**config.mk**
```make
export PLATFORM = sky130hd
export DESIGN_NAME = rx_cmd_decoder
export DESIGN_NICKNAME = d
export VERILOG_FILES = /design/src/rtl/rx_cmd_decoder_pkg.sv /design/src/rtl/rx_cmd_timeout.sv /design/src/rtl/rx_cmd_decoder.sv
export SDC_FILE = /design/constraint.sdc
export NUM_CORES = 1
export LEC_CHECK = 0
export CAP_MARGIN = 10
export CORE_MARGIN = 3
export CORE_UTILIZATION = 30
export DETAILED_ROUTE_END_ITERATION = 8
export PLACE_DENSITY = 0.65
export SETUP_SLACK_MARGIN = 0.05
export SLEW_MARGIN = 20
export SYNTH_ARGS = -nofsm -noshare
export SYNTH_HDL_FRONTEND = slang
export SYNTH_SLANG_ARGS = --single-unit
```
**constraint.sdc**
```tcl
create_clock -name CLK -period 1.6 [get_ports CLK]
set_input_delay 0.16 -clock CLK [delete_from_list [all_inputs] [get_ports CLK]]
set_output_delay 0.16 -clock CLK [all_outputs]
set_load 0.02 [all_outputs]
```
**src/rtl/rx_cmd_decoder_pkg.sv**
```systemverilog
`default_nettype none
// ============================================================================
//  Module      : rx_cmd_decoder_pkg
//  Description : Opcodes, ALU operand addresses and FSM state encoding shared
//                by the UART command decoder and its timeout sub-module.
//  Revision    : 1.0 - initial release
// ============================================================================
package rx_cmd_decoder_pkg;

    localparam logic [7:0] c_CMD_WR      = 8'hAA;
    localparam logic [7:0] c_CMD_RD      = 8'hBB;
    localparam logic [7:0] c_CMD_ALU_OP  = 8'hCC;
    localparam logic [7:0] c_CMD_ALU_NOP = 8'hDD;

    localparam int unsigned c_ALU_OPA_ADDR = 0;
    localparam int unsigned c_ALU_OPB_ADDR = 1;

    localparam int c_STATE_W = 3;
    typedef logic [c_STATE_W-1:0] state_t;

    localparam state_t c_ST_IDLE    = 3'd0;
    localparam state_t c_ST_WR_ADDR = 3'd1;
    localparam state_t c_ST_WR_DATA = 3'd2;
    localparam state_t c_ST_RD_ADDR = 3'd3;
    localparam state_t c_ST_ALU_A   = 3'd4;
    localparam state_t c_ST_ALU_B   = 3'd5;
    localparam state_t c_ST_ALU_FUN = 3'd6;

    // States during which the ALU clock must already be running.
    function automatic logic is_alu_state(input state_t s);
        return (s == c_ST_ALU_A) || (s == c_ST_ALU_B) || (s == c_ST_ALU_FUN);
    endfunction

endpackage : rx_cmd_decoder_pkg
`default_nettype wire

```
**src/rtl/rx_cmd_timeout.sv**
```systemverilog
`default_nettype none
// ============================================================================
//  Module      : rx_cmd_timeout
//  Description : Inter-byte idle counter; pulses o_expire on the cycle that
//                completes TIMEOUT_CYCLES byte-less cycles outside IDLE.
//  Revision    : 1.0 - initial release
// ============================================================================
module rx_cmd_timeout #(
    parameter int TIMEOUT_CYCLES = 1024
) (
    input  logic clk,
    input  logic rst_n,
    input  logic i_active,
    input  logic i_byte_vld,
    output logic o_expire
);

    localparam int c_CNT_W = $clog2(TIMEOUT_CYCLES + 1);

    logic [c_CNT_W-1:0] r_count;
    logic               w_expire;

    assign w_expire = i_active && !i_byte_vld &&
                      (r_count == c_CNT_W'(TIMEOUT_CYCLES - 1));
    assign o_expire = w_expire;

    always_ff @(posedge clk or negedge rst_n) begin
        if (!rst_n) begin
            r_count <= '0;
        end else if (!i_active || i_byte_vld || w_expire) begin
            r_count <= '0;
        end else begin
            r_count <= r_count + c_CNT_W'(1);
        end
    end

endmodule : rx_cmd_timeout
`default_nettype wire

```
**src/rtl/rx_cmd_decoder.sv**
```systemverilog
`default_nettype none
// ============================================================================
//  Module      : rx_cmd_decoder
//  Description : Decodes UART byte streams into register-file write/read and
//                ALU commands. Define RX_CMD_TIMEOUT_EN to abort stalled
//                commands after TIMEOUT_CYCLES idle cycles.
//  Revision    : 1.0 - initial release
// ============================================================================
module rx_cmd_decoder
    import rx_cmd_decoder_pkg::*;
#(
    parameter int DATA_WIDTH     = 8,
    parameter int ADDR_WIDTH     = 4,
    parameter int TIMEOUT_CYCLES = 1024
) (
    input  logic                  CLK,
    input  logic                  RST,
    input  logic [DATA_WIDTH-1:0] RX_P_DATA,
    input  logic                  RX_D_VLD,
    input  logic                  PAR_ERR,
    input  logic                  FRAME_ERR,
    output logic                  WrEn,
    output logic                  RdEn,
    output logic [ADDR_WIDTH-1:0] Address,
    output logic [DATA_WIDTH-1:0] WrData,
    output logic                  ALU_EN,
    output logic [3:0]            ALU_FUN,
    output logic                  CLK_GATE_EN,
    output logic                  CMD_DONE,
    output logic                  CMD_ERR
);

    state_t                r_state;
    state_t                w_state_next;
    logic [ADDR_WIDTH-1:0] r_wr_addr;
    logic [ADDR_WIDTH-1:0] w_wr_addr_next;

    logic                  w_accept;
    logic                  w_reject;
    logic                  w_timeout;
    logic                  w_abort;

    logic                  w_wr_en_next;
    logic                  w_rd_en_next;
    logic                  w_alu_en_next;
    logic                  w_done_next;
    logic                  w_err_next;
    logic                  w_gate_next;
    logic [ADDR_WIDTH-1:0] w_address_next;
    logic [DATA_WIDTH-1:0] w_wr_data_next;
    logic [3:0]            w_alu_fun_next;

    assign w_accept = RX_D_VLD && !PAR_ERR && !FRAME_ERR;
    assign w_reject = RX_D_VLD && (PAR_ERR || FRAME_ERR);
    assign w_abort  = w_reject || w_timeout;

`ifdef RX_CMD_TIMEOUT_EN
    rx_cmd_timeout #(
        .TIMEOUT_CYCLES (TIMEOUT_CYCLES)
    ) u_timeout (
        .clk        (CLK),
        .rst_n      (RST),
        .i_active   (r_state != c_ST_IDLE),
        .i_byte_vld (RX_D_VLD),
        .o_expire   (w_timeout)
    );
`else
    // No timeout hardware; the parameter stays so both builds share one interface.
    assign w_timeout = (TIMEOUT_CYCLES < 0);
`endif

    // ------------------------------------------------------------------------
    // State register
    // ------------------------------------------------------------------------
    always_ff @(posedge CLK or negedge RST) begin
        if (!RST) begin
            r_state <= c_ST_IDLE;
        end else begin
            r_state <= w_state_next;
        end
    end

    // ------------------------------------------------------------------------
    // Next-state logic
    // ------------------------------------------------------------------------
    always_comb begin
        w_state_next = r_state;
        if (w_abort) begin
            w_state_next = c_ST_IDLE;
        end else if (w_accept) begin
            case (r_state)
                c_ST_IDLE: begin
                    if (RX_P_DATA == DATA_WIDTH'(c_CMD_WR)) begin
                        w_state_next = c_ST_WR_ADDR;
                    end else if (RX_P_DATA == DATA_WIDTH'(c_CMD_RD)) begin
                        w_state_next = c_ST_RD_ADDR;
                    end else if (RX_P_DATA == DATA_WIDTH'(c_CMD_ALU_OP)) begin
                        w_state_next = c_ST_ALU_A;
                    end else if (RX_P_DATA == DATA_WIDTH'(c_CMD_ALU_NOP)) begin
                        w_state_next = c_ST_ALU_FUN;
                    end else begin
                        w_state_next = c_ST_IDLE;
                    end
                end
                c_ST_WR_ADDR: w_state_next = c_ST_WR_DATA;
                c_ST_ALU_A:   w_state_next = c_ST_ALU_B;
                c_ST_ALU_B:   w_state_next = c_ST_ALU_FUN;
                default:      w_state_next = c_ST_IDLE;
            endcase
        end
    end

    // ------------------------------------------------------------------------
    // Output logic: next values of the registered strobes and data fields
    // ------------------------------------------------------------------------
    always_comb begin
        w_wr_en_next   = 1'b0;
        w_rd_en_next   = 1'b0;
        w_alu_en_next  = 1'b0;
        w_done_next    = 1'b0;
        w_err_next     = 1'b0;
        w_address_next = Address;
        w_wr_data_next = WrData;
        w_alu_fun_next = ALU_FUN;
        w_wr_addr_next = r_wr_addr;

        if (w_abort) begin
            w_err_next = 1'b1;
        end else if (w_accept) begin
            case (r_state)
                c_ST_IDLE: begin
                    w_err_next = (w_state_next == c_ST_IDLE);
                end
                c_ST_WR_ADDR: begin
                    // Held internally so Address only moves with a strobe.
                    w_wr_addr_next = RX_P_DATA[ADDR_WIDTH-1:0];
                end
                c_ST_WR_DATA: begin
                    w_wr_en_next   = 1'b1;
                    w_done_next    = 1'b1;
                    w_address_next = r_wr_addr;
                    w_wr_data_next = RX_P_DATA;
                end
                c_ST_RD_ADDR: begin
                    w_rd_en_next   = 1'b1;
                    w_done_next    = 1'b1;
                    w_address_next = RX_P_DATA[ADDR_WIDTH-1:0];
                end
                c_ST_ALU_A: begin
                    w_wr_en_next   = 1'b1;
                    w_address_next = ADDR_WIDTH'(c_ALU_OPA_ADDR);
                    w_wr_data_next = RX_P_DATA;
                end
                c_ST_ALU_B: begin
                    w_wr_en_next   = 1'b1;
                    w_address_next = ADDR_WIDTH'(c_ALU_OPB_ADDR);
                    w_wr_data_next = RX_P_DATA;
                end
                c_ST_ALU_FUN: begin
                    w_alu_en_next  = 1'b1;
                    w_done_next    = 1'b1;
                    w_alu_fun_next = RX_P_DATA[3:0];
                end
                default: begin
                    w_err_next = 1'b1;
                end
            endcase
        end

        // Gate stays open through the ALU_EN cycle and closes right after it.
        w_gate_next = is_alu_state(w_state_next) || w_alu_en_next;
    end

    // ------------------------------------------------------------------------
    // Output registers
    // ------------------------------------------------------------------------
    always_ff @(posedge CLK or negedge RST) begin
        if (!RST) begin
            WrEn        <= 1'b0;
            RdEn        <= 1'b0;
            ALU_EN      <= 1'b0;
            CMD_DONE    <= 1'b0;
            CMD_ERR     <= 1'b0;
            CLK_GATE_EN <= 1'b0;
            Address     <= '0;
            WrData      <= '0;
            ALU_FUN     <= '0;
            r_wr_addr   <= '0;
        end else begin
            WrEn        <= w_wr_en_next;
            RdEn        <= w_rd_en_next;
            ALU_EN      <= w_alu_en_next;
            CMD_DONE    <= w_done_next;
            CMD_ERR     <= w_err_next;
            CLK_GATE_EN <= w_gate_next;
            Address     <= w_address_next;
            WrData      <= w_wr_data_next;
            ALU_FUN     <= w_alu_fun_next;
            r_wr_addr   <= w_wr_addr_next;
        end
    end

endmodule : rx_cmd_decoder
`default_nettype wire
```
==> impl_results.md, run 1 <==
- Outcome: finished, final reports clean
- Worst Path Required: 1.81 ns
- Final setup vio count: 0
- GR Util All Layers: 12.6%
- Place WS: -0.204 ns
- Clock skew: 0.00209 ns
- Worst Path Arrival: 1.72 ns
- Clock-pin transition on the worst setup and hold timing paths: 0.06 ns
- Register-to-Register Path Depth: 5
- Clk_lat worst skew: 0.27 ns
- Max Buffers Root-to-Sink: 2
- I/O Buffers: 34
- Worst vdd rail ir drop: 575 µV
- Area growth, synth to finish: 51.7%
- Initial core utilization: 31.7%
- Row count: 23
- Slew margin rel.: 68.4%
- Gate Count Post-Synth: 102
- DP Wirelength: 2190 µm
- Routed vias/inst: 4.98
- RSZ-0062 raised after global routing: yes
- Num Clock Sinks: 29
- N_diodes: 0
- Core area: 4060 µm²
- Highest clock rate: 662 MHz
- WL/cell: 13.9 µm
- Share of Yosys cell area claimed by the top area cell type: 56.4%
- Area occupied by multi-input gates: 548 µm²
- Max Slew Vio Count: 0
- Synth Flop Type: dfrtp_1
- Die Footprint: 5110 µm²
- Layout Utilization: 48.1%
- Max_cap viols: 0
- Mean Syn Cell Area: 12.6 µm²
- Initial antenna violation count: 0
- Pre-Repair DR Iteration Count: 4
- Slew of the pin with the lowest slew margin: 0.471 ns
- Setup TNS: 0 ns
- Reg area: 726 µm²
- Setup crit start kind: input pin
- Number of synthesized flops with an enable pin: 0
- Overall die height: 71.5 µm
- Global-route wire length before repair: 5020 µm
- Worst Setup End Kind: flip-flop
- Most common cell in the netlist: dfrtp_1
- Worst Setup Path Type: in2reg
- DRT Wirelength: 2950 µm
- Nets@finish: 177
- Post-Syn Area: 1290 µm²
- Vias in the first global route: 1,100
- H-tree depth: 2
- #FFs+latches synth: 29
- Period utilisation layout: 94.5%
- Yosys warns: 0
- Hold-fix buffers, CTS: 0
- Drt initial violations: 19
- Routability cong.: 0.774
- Final setup margin: 0.0884 ns
- Post-synth top area cell: dfrtp_1
- Async set or reset register ratio after synthesis: 100%
- Leakage: 0.860 nW
- Crit path max fanout: 3
- Detail Route Antenna Nets: 0
- Syn Nets: 115
- CTS tree: done
- Largest net degree at the start of global routing: 30
- Sequential fraction of the synthesis area: 56.4%
- Most frequent cells after synthesis: dfrtp_1 (29), mux2_2 (16), o21ai_0 (8), nand2_1 (6), nor2_1 (5)
- Final hold vios: 0
- Layout fillers: 357
- Share of cells above drive strength 1: 34.4%
- Top post-synthesis cells by area: dfrtp_1 (56%), mux2_2 (14%), o21ai_0 (3.1%)
- Die width: 71.5 µm
- Tot Pwr: 1.81 mW
- CTS Buf Count: 5
- Synth unique cells: 35
- CTS root buf: clkbuf_8
- Min Tclk post-route: 1.51 ns
- DRC Markers: 0
- Tightest Hold Check Type: in2async
- Power density cells: 928 nW/µm²
- Vias post-DR: 1,060
- # IOs: 35
- Overflow left after global routing: 0
[timing repair]
| action | CTS | global route |
|---|---|---|
| endpoints found under the setup margin | 8 | 6 |
| gates resized for setup | 0 | 4 |
| pin swaps | 1 | 0 |
| gates cloned | 0 | 0 |
| buffers inserted | 1 | 2 |
[registers in the layout (all words and copies together), names as in the netlist, 3 cells and up]
register / cells
ALU_FUN: 4
Address: 4
WrData: 8
r_state: 3
r_wr_addr: 4
[logic make-up (layout without fill, tap and decap cells)]
kind of cell,count (synthesis),after routing,synth area share (%)
multiplexers,17,17,14.8
AND/OR/NAND/NOR,24,24,12.7
AO/OA/AOI/OAI,25,25,13.3
buffers and inverters,6,67,2.14
flip-flops,29,29,56.4
XOR/XNOR,1,1,0.680
[per-layer routing]
| metal | GRT usage, % | vias up | part of all wire, % |
|---|---|---|---|
| met1 | 15.7 | 514 | 43 |
| met5 | 0 | - | 0 |
| met4 | 5.64 | 0 | 1.5 |
| met3 | 5.75 | 7 | 8.3 |
| met2 | 18.8 | 35 | 47 |
| li1 | - | 504 | - |
[worst paths after layout]
kind                            slack (ns)                    from                endpoint
worst max-delay path                  0.09            RX_P_DATA[6]       CMD_ERR$_DFF_PN0_
worst min-delay path                  0.27                     RST   WrData[1]$_DFFE_PN0P_
worst max register to register        0.10    r_state[2]$_DFF_PN0_  ALU_FUN[0]$_DFFE_PN0P_
worst min register to register        0.48  Address[1]$_DFFE_PN0P_  Address[1]$_DFFE_PN0P_
max in group asynchronous             1.06                     RST  Address[3]$_DFFE_PN0P_
min in group CLK                      0.48  Address[1]$_DFFE_PN0P_  Address[1]$_DFFE_PN0P_
[worst max-delay path, cell delays in order]
cell and delay (ns):
clkdlybuf4s50_1 0.49, and4bb_1 0.24, a41oi_1 0.22, o22ai_1 0.13, a2111oi_1 0.35, a21o_1 0.14
[power by group]
group / switching [mW] / total (mW) / leakage, nW / internal, mW
registers: 0.0391 / 0.847 / 0.388 / 0.808
logic: 0.196 / 0.425 / 0.433 / 0.229
clock network: 0.255 / 0.540 / 0.0399 / 0.285
[layout by cell type, fill, tap and decap left out, drive strengths merged, types with 2 or more instances in the layout]
master         Yosys  layout
clkbuf             0       5
nand2              6       6
inv                4       4
nand2b             2       2
dfrtp             29      29
and4               2       2
buf                2      23
a22oi              3       3
o21ai             10      10
nor3               2       2
clkdlybuf4s50      0      34
a21o               2       2
mux2              16      16
nor2               5       5
o31ai              2       2
[stage by stage]
stage / hold slack (ns) / area [µm²] / instances
after floorplan: -0.136 / 1290 / 102
after global placement: 0.471 / 1830 / 204
after detailed placement: 0.475 / 1830 / 204
after CTS: 0.272 / 1920 / 211
after global routing: 0.302 / 1950 / 213
final: 0.266 / 1950 / 213
[area by class of cell]
cell class / count / area share, %
clock buffer: 5 / 3.52
clock inverter: 1 / 0.256
inverter: 4 / 0.897
multi-input combinational: 67 / 28.1
sequential: 29 / 37.2
tap: 50 / 3.20
timing repair buffer: 57 / 26.9
Note: power is estimated with default switching activity, not from simulation.
==> run 2, diff against run 1 <==
--- a/config.mk
+++ b/config.mk
@@ -9,7 +9,8 @@
 export CORE_MARGIN = 3
 export CORE_UTILIZATION = 30
 export DETAILED_ROUTE_END_ITERATION = 8
-export PLACE_DENSITY = 0.65
+export DONT_BUFFER_PORTS = 1
+export PLACE_DENSITY = 0.55
 export SETUP_SLACK_MARGIN = 0.05
 export SLEW_MARGIN = 20
 export SYNTH_ARGS = -nofsm -noshare
==> run 2 against run 1 <==
Compared with the run above: flip-flop and latch count stayed put; non-clock buffer count down 50; utilization down 11 points; critical path depth shrank 1; power down 8.8%; clock skew rose by 0.0017 ns; hold slack worse by 0.24 ns; sequential power up 12%; first-iteration DRC count grew to 3.1 times the previous value; register-to-register slack better by 0.02 ns; critical path type is now reg2reg; largest cell class unchanged; largest power group unchanged; highest routed layer unchanged.
==> impl_results.md, run 2 (same netlist as run 1, synthesis figures left out) <==
- Hold_sp: RX_P_DATA[2]
- Post-Place Cells: 153 (-25%)
- Largest Register: WrData
- Max_cap viols: 0 (unchanged)
- Initial core utilization: 31.7% (unchanged)
- Final setup vio count: 0 (unchanged)
- Worst Setup End Kind: flip-flop
- Area growth, synth to finish: 16.6%
- Clk network pwr share: 34.9% (+5.1 points)
- Slew of the pin with the lowest slew margin: 0.457 ns (-0.0139 ns)
- Switching power of the nets: 469 µW (-4.3%)
- Worst Setup Path Type: reg2reg
- Vias in the first global route: 896 (-19%)
- Power density cells: 1100 nW/µm² (+19%)
- CTS tree: done
- Vias post-DR: 893 (-16%)
- Non-filler instance count after layout: 165 (-23%)
- Crit path max fanout: 6 (+3)
- CTS root buf: clkbuf_8
- Global-route wire length before repair: 4570 µm (-9.1%)
- Most frequent cells in the layout: dfrtp_1 (26), mux2_2 (16), o21ai_0 (8)
- Share of cells above drive strength 1: 34.8% (+0.43 points)
- Commonest non-fill, non-tap cell in the layout: dfrtp_1
- Initial antenna violation count: 0 (unchanged)
- Setup crit start kind: flip-flop
- Tot Pwr: 1.65 mW (-8.8%)
- Overflow left after global routing: 0 (unchanged)
- Gate power share: 7.9% (-15 points)
- Leakage: 0.652 nW (-24%)
- Design area: 1500 µm² (-23%)
- Worst vdd rail ir drop: 661 µV (+15%)
- Largest net degree at the start of global routing: 30 (unchanged)
- Row count: 23 (unchanged)
- Routed vias/inst: 5.41 (+8.8%)
- Overall die height: 71.5 µm (unchanged)
- Net Sw Frac: 28.4% (+1.3 points)
- WL/cell: 17.0 µm (+22%)
- Nets@finish: 127 (-28%)
- Routability cong.: 0.726 (-6.2%)
- Highest clock rate: 677 MHz (+2.3%)
- DP Wirelength: 2030 µm (-7.3%)
- H-tree depth: 2 (unchanged)
- Setup TNS: 0 ns (unchanged)
- Num Clock Sinks: 29 (unchanged)
- Clk_lat worst skew: 0.28 ns (about the same)
- I/O Buffers: 0 (-100%)
- Period utilisation layout: 92.3% (-2.2 points)
- Clock skew: 0.00378 ns (+0.00169 ns)
- Die width: 71.5 µm (unchanged)
- Slew margin rel.: 69.3% (+0.93 points)
- Tightest Hold Check Type: in2reg
- Post-DP Area: 1360 µm² (-26%)
- Worst Setup SP: r_state[1]$_DFF_PN0_
- DRT Wirelength: 2800 µm (-5.2%)
- RSZ-0062 raised after global routing: no
- Max reg flops: 8 (unchanged)
- DRC Markers: 0 (unchanged)
- Min Tclk post-route: 1.48 ns (-0.0345 ns)
- Final hold vios: 0 (unchanged)
- Core area: 4060 µm² (unchanged)
- P_int: 1.18 mW (-10%)
- Worst R2R Start: r_state[1]$_DFF_PN0_
- Worst Path Required: 1.77 ns (-0.04 ns)
- Die Footprint: 5110 µm² (unchanged)
- Drt initial violations: 58 (+39)
- Pre-Repair DR Iteration Count: 4 (unchanged)
- GR Util All Layers: 11.9% (-0.75 points)
- Worst Path Arrival: 1.65 ns (-0.07 ns)
- Max Slew Vio Count: 0 (unchanged)
- CTS Buf Count: 5 (unchanged)
- Detail Route Antenna Nets: 0 (unchanged)
- Reg power frac: 57.2% (+11 points)
- # IOs: 35 (unchanged)
- Max Buffers Root-to-Sink: 2 (unchanged)
- Clock-pin transition on the worst setup and hold timing paths: 0.06 ns (about the same)
- Outcome: finished, final reports clean
- N_diodes: 0 (unchanged)
==> run 2: power groups by stage <==
| stage | clock network [mW] | registers, mW | logic, mW |
|---|---|---|---|
| after global routing | 0.633 | 0.955 | 0.145 |
| after CTS | 0.591 | 0.946 | 0.133 |
| after global placement | 0 | 0.957 | 0.103 |
| final | 0.576 | 0.945 | 0.131 |
| after detailed placement | 0 | 0.958 | 0.109 |
| after floorplan | 0 | 0.941 | 0.0919 |
==> run 2: through the flow <==
| step | hold slack, ns | utilization [%] | setup slack [ns] |
|---|---|---|---|
| finish | 0.0280 | 37.0 | 0.123 |
| global placement | -0.135 | 33.6 | 0.107 |
| CTS | 0.0203 | 36.9 | 0.0673 |
| floorplan | -0.136 | - | 0.129 |
| detailed placement | -0.134 | 33.6 | 0.00528 |
| global route | 0.0125 | 37.0 | 0.0609 |
==> run 2: final timing paths <==
kind	slack (ns)	depth (start not counted)	endpoint
min reg2reg	0.51	1	r_wr_addr[2]$_DFFE_PN0P_
max reg2reg	0.12	5	CLK_GATE_EN$_DFF_PN0_
max	0.12	5	CLK_GATE_EN$_DFF_PN0_
min	0.03	1	WrData[2]$_DFFE_PN0P_
min in group asynchronous	0.33	2	CMD_ERR$_DFF_PN0_
max in group asynchronous	1.10	2	r_state[1]$_DFF_PN0_
==> run 2: repair_timing <==
item	in CTS	in global routing
setup endpoints to repair	4	17
hold buffers	3	0
endpoints found under the hold margin	31	0
pin swaps	1	0
setup buffers	1	0
resized for setup	0	4
==> run 2: critical path, stage by stage (launching register included) <==
cell and delay (ns):
dfrtp_2 0.45, o31ai_1 0.29, o21ai_0 0.13, a31oi_1 0.23
nand2_1 0.09, a21o_1 0.19
==> run 2: final cells by class <==
cell class                 count  area [µm²]
fill                         384        2560
sequential                    29         729
multi-input combinational     67         536
timing repair buffer           7        70.1
clock buffer                   5        68.8
tap                           50        62.6
clock inverter                 3        17.5
inverter                       4        17.5
==> run 2: per-layer routing <==
layer / up-vias / routed length (µm) / global-route usage [%] / share of wire (%)
met1: 444 / 1190 / 14.3 / 42
met2: 37 / 1220 / 17.3 / 43
met4: 0 / 55 / 5.64 / 2.0
met3: 6 / 339 / 6.31 / 12
met5: - / 0 / 0 / 0
li1: 406 / - / - / -
